File: config.mk
export PLATFORM = sky130hd
export DESIGN_NAME = shift_ex_stage
export DESIGN_NICKNAME = d
export VERILOG_FILES = /design/src/rtl/shift_ex_stage.sv
export SDC_FILE = /design/constraint.sdc
export NUM_CORES = 1
export LEC_CHECK = 0
export CAP_MARGIN = 10
export CORE_ASPECT_RATIO = 0.5
export CORE_MARGIN = 3
export CORE_UTILIZATION = 50
export DETAILED_ROUTE_END_ITERATION = 10
export GPL_ROUTABILITY_DRIVEN = 0
export PLACE_DENSITY = 0.84
export SETUP_SLACK_MARGIN = 0.3
export SLEW_MARGIN = 20
export SYNTH_ARGS = -nofsm -noshare
export SYNTH_HDL_FRONTEND = slang
export SYNTH_SLANG_ARGS = --single-unit
File: constraint.sdc
create_clock -name clk -period 2.9 [get_ports clk]
set_input_delay 0.58 -clock clk [delete_from_list [all_inputs] [get_ports clk]]
set_output_delay 0.58 -clock clk [all_outputs]
set_load 0.02 [all_outputs]
File: src/rtl/shift_ex_stage.sv
// Execute-stage shifter (SLL/SRA/ROR/PASS) with a two-entry result buffer.
// in_ready depends only on registered state, so out_ready never reaches it combinationally.
module shift_ex_stage #(
  parameter bit FLAGS_EN = 1'b1
) (
  input  logic        clk,
  input  logic        rst_n,
  input  logic        in_valid,
  output logic        in_ready,
  input  logic [1:0]  op,
  input  logic [15:0] src,
  input  logic [3:0]  amt,
  input  logic [3:0]  dst,
  input  logic        flush,
  output logic        out_valid,
  input  logic        out_ready,
  output logic [15:0] out_result,
  output logic [3:0]  out_dst,
  output logic        out_z,
  output logic        out_n
);

  localparam logic [1:0] OpSll  = 2'b00;
  localparam logic [1:0] OpSra  = 2'b01;
  localparam logic [1:0] OpRor  = 2'b10;
  localparam logic [1:0] OpPass = 2'b11;

  typedef struct packed {
    logic [15:0] result;
    logic [3:0]  dst;
    logic        z;
    logic        n;
  } entry_t;

  entry_t main_q, main_d, skid_q, skid_d, new_entry;
  logic   main_valid_q, main_valid_d, skid_valid_q, skid_valid_d;
  logic   capture, pop;

  logic [15:0] shift_res;
  logic [31:0] rot_src;
  logic [31:0] rot_shifted;

  assign rot_src     = {src, src};
  assign rot_shifted = rot_src >> amt;

  always_comb begin
    shift_res = src;
    case (op)
      OpSll:   shift_res = src << amt;
      OpSra:   shift_res = $unsigned($signed(src) >>> amt);
      OpRor:   shift_res = rot_shifted[15:0];
      OpPass:  shift_res = src;
      default: shift_res = src;
    endcase
  end

  always_comb begin
    new_entry.result = shift_res;
    new_entry.dst    = dst;
    new_entry.z      = FLAGS_EN ? (shift_res == 16'h0000) : 1'b0;
    new_entry.n      = FLAGS_EN ? shift_res[15] : 1'b0;
  end

  assign in_ready = !skid_valid_q;
  assign capture  = in_valid && in_ready && !flush;
  assign pop      = main_valid_q && out_ready;

  // Skid can only be occupied while main is occupied, so main empty implies skid empty.
  always_comb begin
    main_d       = main_q;
    skid_d       = skid_q;
    main_valid_d = main_valid_q;
    skid_valid_d = skid_valid_q;
    if (flush) begin
      main_valid_d = 1'b0;
      skid_valid_d = 1'b0;
    end else if (pop) begin
      if (skid_valid_q) begin
        main_d       = skid_q;
        main_valid_d = 1'b1;
        skid_valid_d = capture;
        if (capture) skid_d = new_entry;
      end else begin
        main_valid_d = capture;
        if (capture) main_d = new_entry;
      end
    end else if (!main_valid_q) begin
      main_valid_d = capture;
      if (capture) main_d = new_entry;
    end else if (capture) begin
      skid_d       = new_entry;
      skid_valid_d = 1'b1;
    end
  end

  always_ff @(posedge clk or negedge rst_n) begin
    if (!rst_n) begin
      main_q       <= '0;
      skid_q       <= '0;
      main_valid_q <= 1'b0;
      skid_valid_q <= 1'b0;
    end else begin
      main_q       <= main_d;
      skid_q       <= skid_d;
      main_valid_q <= main_valid_d;
      skid_valid_q <= skid_valid_d;
    end
  end

  assign out_valid  = main_valid_q;
  assign out_result = main_q.result;
  assign out_dst    = main_q.dst;
  assign out_z      = main_q.z;
  assign out_n      = main_q.n;

endmodule

# Yosys cells after proc, flatten, opt, wreduce, memory -nomap -nowiden
# Cells that the tools add are included.
# op_classes
eq_ne	5
bitwise_logic	1
mux	18
reduce_logical	13
shift	3
# op_table
cell	n
$mux W22	8
$pmux W16 S4	1
$shr A32 B4 Y16	1
$logic_not A16 Y1	1
$shl A16 B4 Y16	1
$sshr A16 B4 Y16	1
$mux W1	9
$reduce_bool A3 Y1	2
$eq A2 B2 Y1 const B	2
$reduce_and A2 Y1	2
$logic_and A1 B1 Y1	3
$reduce_and A3 Y1	1
$eq A2 B1 Y1 const B	1
$logic_not A1 Y1	2
$logic_not A2 Y1	1
$ne A2 B1 Y1 const B	1
$ne A2 B2 Y1 const B	1
$reduce_bool A2 Y1	1
$not A1 Y1	1
# totals
inputBits	31
reg_bits	46
wordCells	50
out_inout_bits	24

# Depth between registers and ports, before layout
# logic_depth
depth_word	7
depth_mapped	13

# Least setup slack after synthesis
# Ideal clock, no wire load.
# synth_path
path_kind	input to register
startpoint	in amt[0]
endpoint	reg main_q (netlist bit out_z)
required_time_ps	2808
setup_time_ps	92
stages	9
t_arrival_ps	3043
slack_ps	-234
n_path_buf	2
path_cell_list	buf_6 -> buf_2 -> mux4_2 -> a222oi_1 -> o221ai_1 -> or4_1 -> nor4_2 -> nand4_1 -> o31ai_2
# synth_via
elab_chain_len	6
word_cells_on_any_way	9
cone_classes	3 x shift; 5 x mux; 1 x reduce/logical
# synth_rtl
item	line	source
start, declared	12	input logic [3:0] amt,
$shr A32 B4 Y16, or another cell as far along	44	assign rot_shifted = rot_src >> amt;
$pmux W16 S4 *	48	case (op)
$logic_not A16 Y1 *	60	new_entry.z = FLAGS_EN ? (shift_res == 16'h0000) : 1'b0;
$mux W22 *	85, 89	
$mux W22 (on tied branches)	87, 78	
$mux W22 *	77	end else if (pop) begin
end signal, assigned	103	main_q <= main_d;
end, declared	35	entry_t main_q, main_d, skid_q, skid_d, new_entry;
# Mark *: on every way between the ends. The rest lies on a longest branch, timed or not. The select of a mux whose other input is x is not followed.
# A chain may end at the register's enable or synchronous reset.

# Worst setup path after layout
# Same ends and word-level chain as after synthesis.

==> results.cfg <==
[routing]
vias_per_cell = 6.70
first_pass_iters = 10
avgRoutedWirePerCell_microns = 21.1
ant_nets = 0
drcViolationCount = 0
wirelength_microns = 14500
vias = 4607
drt-initial-drc-count = 587

[pwr]
ir_drop_v = 0.000311
p_leak_nw = 2.59
power.density_nw_per_um2 = 443

[placement]
dp_cells = 666
dp_hpwl_microns = 10600
pre_cts_ws_ns = -0.670
io_buffers = 54

[setup_path]
reg2reg_slack_ns = 0.89
cp.arrival_ns = 3.24
cp.required_ns = 3.09
startpoint_type = input port
end_kind = flop
path_max_fanout = 6
critPathKind = in -> reg

[timing]
hold_ws_ns = 0.447
hold_viol_final = 0
worst_slack_ns = -0.151
slew_violations = 0
fin_crit_sh_pct = 105
clock_skew_ns = 0.00690
setup_violations = 2
fin_crit_ns = 3.05
fmax_mhz = 328
worst_pin_slew_ns = 0.945
rsz0062_at_grt = yes
relSlewSlack_pct = 37.0

[cells_and_area]
instances_no_fill = 688
diodes = 0
multi_input_area_sq_um = 2840
nets = 610
final.fill_count = 500
final_cell_mix = buf_4, dfrtp_1, nand2_1, nor2_1
seq_area_sq_um = 1130
layout_commonest_cell = buf_4
drive_gt1_share_pct = 42.6
areaGrowthSynthToFinish_pct = 44.8

[global_route]
grt_usage_pct = 29.9
grt_max_degree = 46
grt_pass1_wl_microns = 22300
grt_pass1_vias = 4364
antenna_found_initial = 0
grt-ovfl-total = 0

[die]
die-area_sq_um = 9340
die_x_microns = 134
fp.dieH_microns = 69.9
core_area_sq_um = 7620
io_pins = 55
initial_core_util_pct = 53.5
num_rows = 22

[clock_network]
cts_tree = yes
cts-root-buf = clkbuf_16
insertion_delay_ns = 0.29
cts_max_path_buffers = 2
clkSlewWorstSetupHoldPaths_ns = 0.06
cts_made_buffers = 5
cts_sinks = 45
htreeDepth = 2

[synthesis]
syn_area_per_cell_sq_um = 9.46
synth_flop_cell = dfrtp_1
ys.warnings.count = 0
synth_async_sr_flop_share_pct = 100
post-synth-top-area-cell = dfrtp_1
netlist_area_sq_um = 4080
synth.top_cells.by_area = dfrtp_1, mux4_2, mux2_2
yosysSeqAreaShare_pct = 27.6
ys_ff_latch = 45
ys_types = 61
syn_inst = 431
synth_top_cell_area_share_pct = 27.6
synth_fp_nets = 462
synth-edff-count = 0

[worst_hold_path]
worstHoldPathType = in -> async

[outcome]
status = finished with violations
violations = negative setup slack

[flow_run]
maxCapViolCount = 0
critical path, cell delays in order:
cell and delay (ns):
buf_12 0.11, buf_4 0.13, mux2_4 0.31, mux2_4 0.28, a211o_1 0.34, a221o_1 0.39
or4_1 0.55, nor4_2 0.16, nand4_1 0.17, o31ai_2 0.22
Yosys cell counts (4+ instances only):
cell type,count
or2_2,4
a211oi_1,4
nand3_1,4
nor3_1,8
mux4_2,20
mux2i_1,24
dfrtp_1,45
mux2_2,31
buf_2,7
buf_1,7
inv_1,5
nand2b_1,4
nor2b_1,4
mux4_1,8
a21oi_1,34
nand2_1,33
a32oi_1,4
o22ai_1,15
a22oi_1,8
o211ai_1,10
nor2_1,33
clkbuf_1,31
and3_1,7
o21ai_0,22
path summary, 6_finish.rpt:
kind	start	endpoint	depth (start not counted)
min reg2reg	skid_q[8]	skid_q[8]	2
max reg2reg	skid_valid_q	out_result[4]	7
min	rst_n	skid_q[3]	1
min in group clk	skid_q[8]	skid_q[8]	2
max	amt[0]	out_z	10
max in group asynchronous	rst_n	out_result[0]	1
cell families after synthesis:
logic type	after synthesis	synth area share [%]
AO/OA/AOI/OAI	128	20.8
AND/OR/NAND/NOR	119	14.5
multiplexers	86	31.7
buffers and inverters	53	5.46
flip-flops	45	27.6
layout make-up:
type,instances,share of cell area (%)
clock buffer,6,2.18
clock inverter,2,0.170
inverter,6,0.381
multi-input combinational,333,48.1
sequential,45,19.1
tap,108,2.29
timing repair buffer,188,27.8
per-layer routing:
metal | wire [microns] | global-route usage (%) | vias up
met3 | 1640 | 7.77 | 96
met2 | 6410 | 47.2 | 381
li1 | - | - | 1970
met1 | 5630 | 38.4 | 2160
met4 | 804 | 14.5 | 0
met5 | 0 | 0 | -
what timing repair did:
item,CTS,global route
hold buffers,0,0
pin swaps,14,12
gates resized for setup,79,32
setup endpoints to repair,28,19
gates cloned,1,0
setup buffers,12,1
stage by stage:
| stage | utilization [%] | cell area [sq um] | setup TNS [ns] | total power, mW |
|---|---|---|---|---|
| floorplan | - | 4120 | -0.0524 | 1.47 |
| global placement | 72.0 | 5490 | -4.35 | 1.95 |
| detailed placement | 72.0 | 5490 | -5.88 | 2.00 |
| CTS | 76.0 | 5790 | -0.157 | 2.57 |
| global route | 77.4 | 5900 | -0.331 | 2.74 |
| finish | 77.4 | 5900 | -0.224 | 2.61 |
report_power, final:
part,internal (mW),total (mW),switching [mW]
clock,0.316,0.534,0.218
combinational,0.626,1.19,0.568
sequential,0.796,0.887,0.0909
registers in the layout, indices dropped and copies added (netlist names):
| register | cells |
|---|---|
| skid_q | 21 |
| out_result | 16 |
| out_dst | 4 |
| out_n | 1 |
| out_valid | 1 |
| out_z | 1 |
| skid_valid_q | 1 |
Power figures use the tool's default switching activity.
